==> src/rtl/if_stage_fq.sv <==
// Instruction-fetch stage with a decoupling fetch queue between the icache port
// and the IF/ID register; one outstanding request, redirects squash wrong-path work.
module if_stage_fq #(
   parameter int                ADDR_W   = 32,
   parameter int                DATA_W   = 32,
   parameter int                FQ_DEPTH = 4,
   parameter logic [ADDR_W-1:0] RESET_PC = '0
) (
   input  logic                      clk,
   input  logic                      reset,
   output logic                      ic_req,
   output logic [ADDR_W-1:0]         ic_addr,
   input  logic                      ic_gnt,
   input  logic                      ic_rdy,
   input  logic [DATA_W-1:0]         ic_insn,
   input  logic                      stall,
   input  logic                      flush,
   input  logic [ADDR_W-1:0]         new_pc,
   input  logic                      br_taken,
   input  logic [ADDR_W-1:0]         br_addr,
   output logic [ADDR_W-1:0]         pc,
   output logic [ADDR_W-1:0]         if_pc,
   output logic [DATA_W-1:0]         if_insn,
   output logic                      if_en,
   output logic [$clog2(FQ_DEPTH):0] fq_count,
   output logic [1:0]                o_dbg_state
);

   localparam int PW = $clog2(FQ_DEPTH);
   localparam int CW = PW + 1;

   // Icache handshake: a request transfers in the cycle ic_req & ic_gnt are both
   // high; exactly one response (ic_rdy) follows some cycles later, and a new
   // request is only raised once that response has been consumed or discarded.
   typedef enum logic [1:0] {
      S_START = 2'd0,
      S_IDLE  = 2'd1,
      S_WAIT  = 2'd2,
      S_DROP  = 2'd3
   } state_t;

   state_t              r_state;
   state_t              w_state_nxt;

   logic [ADDR_W-1:0]   r_pc;
   logic [ADDR_W-1:0]   r_req_pc;
   logic [ADDR_W-1:0]   r_if_pc;
   logic [DATA_W-1:0]   r_if_insn;
   logic                r_if_en;

   logic [ADDR_W-1:0]   r_fq_pc   [FQ_DEPTH];
   logic [DATA_W-1:0]   r_fq_insn [FQ_DEPTH];
   logic [PW-1:0]       r_wptr;
   logic [PW-1:0]       r_rptr;
   logic [CW-1:0]       r_count;

   logic                w_redir;
   logic [ADDR_W-1:0]   w_target;
   logic                w_not_full;
   logic                w_fq_empty;
   logic                w_issue;
   logic                w_grant;
   logic                w_deliver;
   logic                w_bypass;
   logic                w_push;
   logic                w_pop;

   assign w_redir    = flush | br_taken;
   assign w_target   = flush ? new_pc : br_addr;
   assign w_not_full = (r_count < CW'(FQ_DEPTH));
   assign w_fq_empty = (r_count == '0);
   assign w_grant    = w_issue & ic_gnt;

   // An empty queue with ID ready lets the response skip the FIFO entirely.
   assign w_bypass   = w_deliver & ~stall & w_fq_empty;
   assign w_push     = w_deliver & ~w_bypass;
   assign w_pop      = ~stall & ~w_redir & ~w_fq_empty;

   // ---------------- FSM: state register ----------------
   always_ff @(posedge clk or negedge reset) begin
      if (!reset) begin
         r_state <= S_START;
      end else begin
         r_state <= w_state_nxt;
      end
   end

   // ---------------- FSM: next state ----------------
   always_comb begin
      w_state_nxt = r_state;
      case (r_state)
         S_START: w_state_nxt = S_IDLE;
         S_IDLE: begin
            if (w_grant) w_state_nxt = S_WAIT;
         end
         S_WAIT: begin
            if (ic_rdy)       w_state_nxt = S_IDLE;
            else if (w_redir) w_state_nxt = S_DROP;
         end
         S_DROP: begin
            if (ic_rdy) w_state_nxt = S_IDLE;
         end
         default: w_state_nxt = S_START;
      endcase
   end

   // ---------------- FSM: outputs ----------------
   always_comb begin
      w_issue   = 1'b0;
      w_deliver = 1'b0;
      case (r_state)
         S_IDLE: w_issue   = w_not_full & ~w_redir;
         S_WAIT: w_deliver = ic_rdy & ~w_redir;
         default: begin
            w_issue   = 1'b0;
            w_deliver = 1'b0;
         end
      endcase
   end

   // ---------------- Fetch PC ----------------
   always_ff @(posedge clk or negedge reset) begin
      if (!reset) begin
         r_pc     <= RESET_PC;
         r_req_pc <= '0;
      end else begin
         if (w_redir) begin
            r_pc <= w_target;
         end else if (w_grant) begin
            r_pc <= r_pc + ADDR_W'(4);
         end
         if (w_grant) begin
            r_req_pc <= r_pc;
         end
      end
   end

   // ---------------- Fetch queue storage ----------------
   always_ff @(posedge clk) begin
      if (w_push) begin
         r_fq_pc[r_wptr]   <= r_req_pc;
         r_fq_insn[r_wptr] <= ic_insn;
      end
   end

   // Occupancy never overflows: a grant needs a free slot and nothing else is
   // pushed while that single request is outstanding.
   always_ff @(posedge clk or negedge reset) begin
      if (!reset) begin
         r_wptr  <= '0;
         r_rptr  <= '0;
         r_count <= '0;
      end else if (w_redir) begin
         r_wptr  <= '0;
         r_rptr  <= '0;
         r_count <= '0;
      end else begin
         if (w_push) r_wptr <= r_wptr + PW'(1);
         if (w_pop)  r_rptr <= r_rptr + PW'(1);
         case ({w_push, w_pop})
            2'b10:   r_count <= r_count + CW'(1);
            2'b01:   r_count <= r_count - CW'(1);
            default: r_count <= r_count;
         endcase
      end
   end

   // ---------------- IF/ID register ----------------
   always_ff @(posedge clk or negedge reset) begin
      if (!reset) begin
         r_if_pc   <= '0;
         r_if_insn <= '0;
         r_if_en   <= 1'b0;
      end else if (w_redir) begin
         r_if_insn <= '0;
         r_if_en   <= 1'b0;
      end else if (!stall) begin
         if (!w_fq_empty) begin
            r_if_pc   <= r_fq_pc[r_rptr];
            r_if_insn <= r_fq_insn[r_rptr];
            r_if_en   <= 1'b1;
         end else if (w_deliver) begin
            r_if_pc   <= r_req_pc;
            r_if_insn <= ic_insn;
            r_if_en   <= 1'b1;
         end else begin
            r_if_insn <= '0;
            r_if_en   <= 1'b0;
         end
      end
   end

   assign ic_req      = w_issue;
   assign ic_addr     = r_pc;
   assign pc          = r_pc;
   assign if_pc       = r_if_pc;
   assign if_insn     = r_if_insn;
   assign if_en       = r_if_en;
   assign fq_count    = r_count;
   assign o_dbg_state = r_state;

endmodule

==> config.mk <==
export PLATFORM = sky130hd
export DESIGN_NAME = if_stage_fq
export DESIGN_NICKNAME = d
export VERILOG_FILES = /design/src/rtl/if_stage_fq.sv
export SDC_FILE = /design/constraint.sdc
export NUM_CORES = 1
export LEC_CHECK = 0
export CAP_MARGIN = 5
export CORE_MARGIN = 1.5
export CORE_UTILIZATION = 54
export CTS_BUF_LIST = sky130_fd_sc_hd__clkbuf_8
export CTS_CLUSTER_SIZE = 12
export DETAILED_ROUTE_END_ITERATION = 16
export HOLD_SLACK_MARGIN = 0.1
export PLACE_DENSITY = 0.9
export SLEW_MARGIN = 20
export SYNTH_ARGS = -nofsm -noshare
export SYNTH_HDL_FRONTEND = slang
export SYNTH_SLANG_ARGS = --single-unit
==> constraint.sdc <==
create_clock -name clk -period 8.3 [get_ports clk]
set_input_delay 1.66 -clock clk [delete_from_list [all_inputs] [get_ports clk]]
set_output_delay 1.66 -clock clk [all_outputs]
set_load 0.02 [all_outputs]
==> results_dict.tcl <==
set metrics [dict create \
    dieHeight_microns 177 \
    holdWs_ns 0.476 \
    gp_congestion 0.849 \
    ys_ff_latch 394 \
    critPathTopFamily "buffers and inverters" \
    cpPeakStageDelay_ns 0.63 \
    finalInstanceArea_sq_um 19900 \
    syn-num-nets 1252 \
    drv_slew 0 \
    ant_nets 0 \
    required_ns 6.64 \
    areaGrowthSynthToFinish_pct 21.6 \
    post_cts_buffers 0 \
    crit_path_cell_trace "clkdlybuf4s50_1 > buf_4 > or2_1 > nor3_1 > clkdlybuf4s50_1" \
    worstSkewPairLatency_ns 0.60 \
    yosysSeqAreaShare_pct 68.0 \
    utilization_pct 67.0 \
    worst_path_most_repeated_cell "clkdlybuf4s50_1" \
    min_path_type "reg2reg" \
    layout_min_cycle_time_ns 5.06 \
    wl_per_cell_microns 22.2 \
    io_pins 238 \
    die_area_sq_um 31400 \
    syn_inst 1139 \
    path_max_fanout 40 \
    crit_path_end_kind "output port" \
    drc 0 \
    antenna_found_initial 0 \
    leakage_nw 7.39 \
    ctsResizeCount 0 \
    path_class "in2out" \
    placed_area_sq_um 18800 \
    status "finished, final reports clean" \
    avgViaCountPerCell 5.96 \
    wl_microns 39900 \
    yosys_warnings 0 \
    grt_pass1_vias 11000 \
    worst_pin_slew_ns 1.11 \
    dp_hpwl_microns 24400 \
    clkSlewWorstSetupHoldPaths_ns 0.06 \
    skew_ns 0.0217 \
    nets 1467 \
    synth_area_sq_um 16400 \
    tns_ns 0 \
    grt_overflow 0 \
    cts_tree "yes" \
    initial_core_util_pct 55.1 \
    postCtsHoldBufs 0 \
    period_share_pct 60.9 \
    pwr_density_cell_nw_per_um2 246 \
    cap_violations 0 \
    clkSinkCount 394 \
    synth_flop_cell "edfxtp_1" \
    slew_headroom_pct 25.9 \
    cts-htree-levels 2 \
    grt_usage_pct 25.7 \
    ctsRootBufferMaster "clkbuf_8" \
    die_w_microns 177 \
    rsz0062_at_grt "no" \
    max_freq_mhz 198 \
    critPathSlowestCell "clkdlybuf4s50_1" \
    vias 10700 \
    async_flop_share_pct 35.0 \
    rows 63 \
    drt_iter0_markers 1086 \
    cp.arrival_ns 3.40 \
    first_pass_iters 5 \
    final-hold-violation-count 0 \
    grt_pass1_wl_microns 61200 \
    irDropWorstVdd_uv 159 \
    core-area_sq_um 29700 \
    syn_avg_cell_area_sq_um 14.4 \
    io_buffers 237 \
    n_antenna_cell 0 \
    clk_path_buf_depth 3 \
    worst-path-buf-inv 3 \
    drive_gt1_share_pct 12.7 \
    setup_violations 0 \
    synthDistinctLibCells 56 \
    numCtsBuffers 58 \
    grt_start_max_net_pins 81 \
    cp-start-kind "input pin" \
    synth_edf_count 256 \
]
==> power by group <==
part	total (W)	switching (W)	internal, W
logic	0.000840	0.000460	0.000380
clock network	0.00146	0.000720	0.000740
registers	0.00261	0.000250	0.00236
total	0.00491	0.00143	0.00348
==> placed cells by master (no fill, tap or decap), types with 6 or more instances in the layout <==
cell             instances
nor3_1                   8
nor2_1                  87
clkbuf_8                64
edfxtp_1               256
a22oi_1                  7
ha_1                     9
a21oi_1                 78
nand4_1                 11
xor2_1                  14
a21oi_2                 13
mux4_2                  64
buf_4                   11
nand2_1                152
xnor2_1                 10
clkdlybuf4s50_1        236
clkinv_1                17
o22ai_1                 12
dfrtp_1                136
o21ai_0                 51
mux2i_1                 41
nor4_1                   6
nand3_1                 19
inv_1                   35
==> logic make-up after synthesis <==
family / after synthesis / synth area share [%]
and+or+nand+nor: 311 / 8.36
buffers and inverters: 108 / 3.56
muxes: 105 / 11.3
xor gates and xnor gates: 24 / 1.28
AOI/OAI and AO/OA: 187 / 6.70
DFF: 394 / 68.0
adders and majority gates: 10 / 0.809
==> synthesized netlist by cell type (19+ instances only) <==
| cell type | count | area, sq um |
|---|---|---|
| mux2i_1 | 41 | 410 |
| o21ai_0 | 51 | 255 |
| nand2_1 | 152 | 571 |
| nand3_1 | 19 | 95.1 |
| mux4_2 | 64 | 1440 |
| a21oi_1 | 78 | 390 |
| edfxtp_1 | 256 | 7690 |
| clkbuf_1 | 33 | 124 |
| buf_2 | 19 | 95.1 |
| nor2_1 | 88 | 330 |
| buf_4 | 37 | 278 |
| dfrtp_1 | 138 | 3450 |
==> flip-flops by register name, summed over array words and instances (netlist names), 3 cells and up <==
signal and flops:
if_insn 32, r_req_pc 32, ic_addr 32, r_fq_insn 128
if_pc 32, fq_count 3, r_fq_pc 128
==> path summary, 6_finish.rpt <==
kind	end	cells past startpoint	slack [ns]	startpoint
hold reg to reg	if_insn[19]	2	0.48	if_insn[19]
setup / recovery	ic_req	5	3.24	flush
max in group asynchronous	r_req_pc[6]	2	5.89	reset
hold / removal	if_insn[19]	2	0.48	if_insn[19]
setup reg to reg	r_fq_pc[1][5]	4	5.25	fq_count[2]
min in group asynchronous	if_pc[10]	1	1.15	reset
==> stage by stage <==
step	worst slack, ns	instances	power (W)
finish	3.24	1794	0.00491
global route	3.14	1794	0.00510
CTS	3.23	1794	0.00492
detailed placement	3.22	1684	0.00348
global placement	3.23	1684	0.00342
floorplan	3.79	1139	0.00300
==> metal layers <==
metal / vias to the layer above / GRT usage [%] / wire [microns]
met1: 5318 / 34.5 / 15300
met5: - / 0 / 0
met3: 101 / 4.47 / 3200
met2: 637 / 42.4 / 20000
met4: 0 / 9.82 / 1340
li1: 4636 / - / -
==> cell type report <==
type                       count  area, sq um
tap                          390          488
inverter                      15         56.3
timing repair buffer         248         2460
clock buffer                  64          881
clock inverter                46          218
sequential                   394        11100
fill                        1915         9800
multi-input combinational    637         4670
==> worst reg2reg max path, stage by stage (launching register included) <==
cell and delay [ns]:
dfrtp_1 0.55, nor3_4 0.07, buf_4 0.43, a21oi_1 0.64
and2_4 0.92
(Power assumes the default switching activity.)
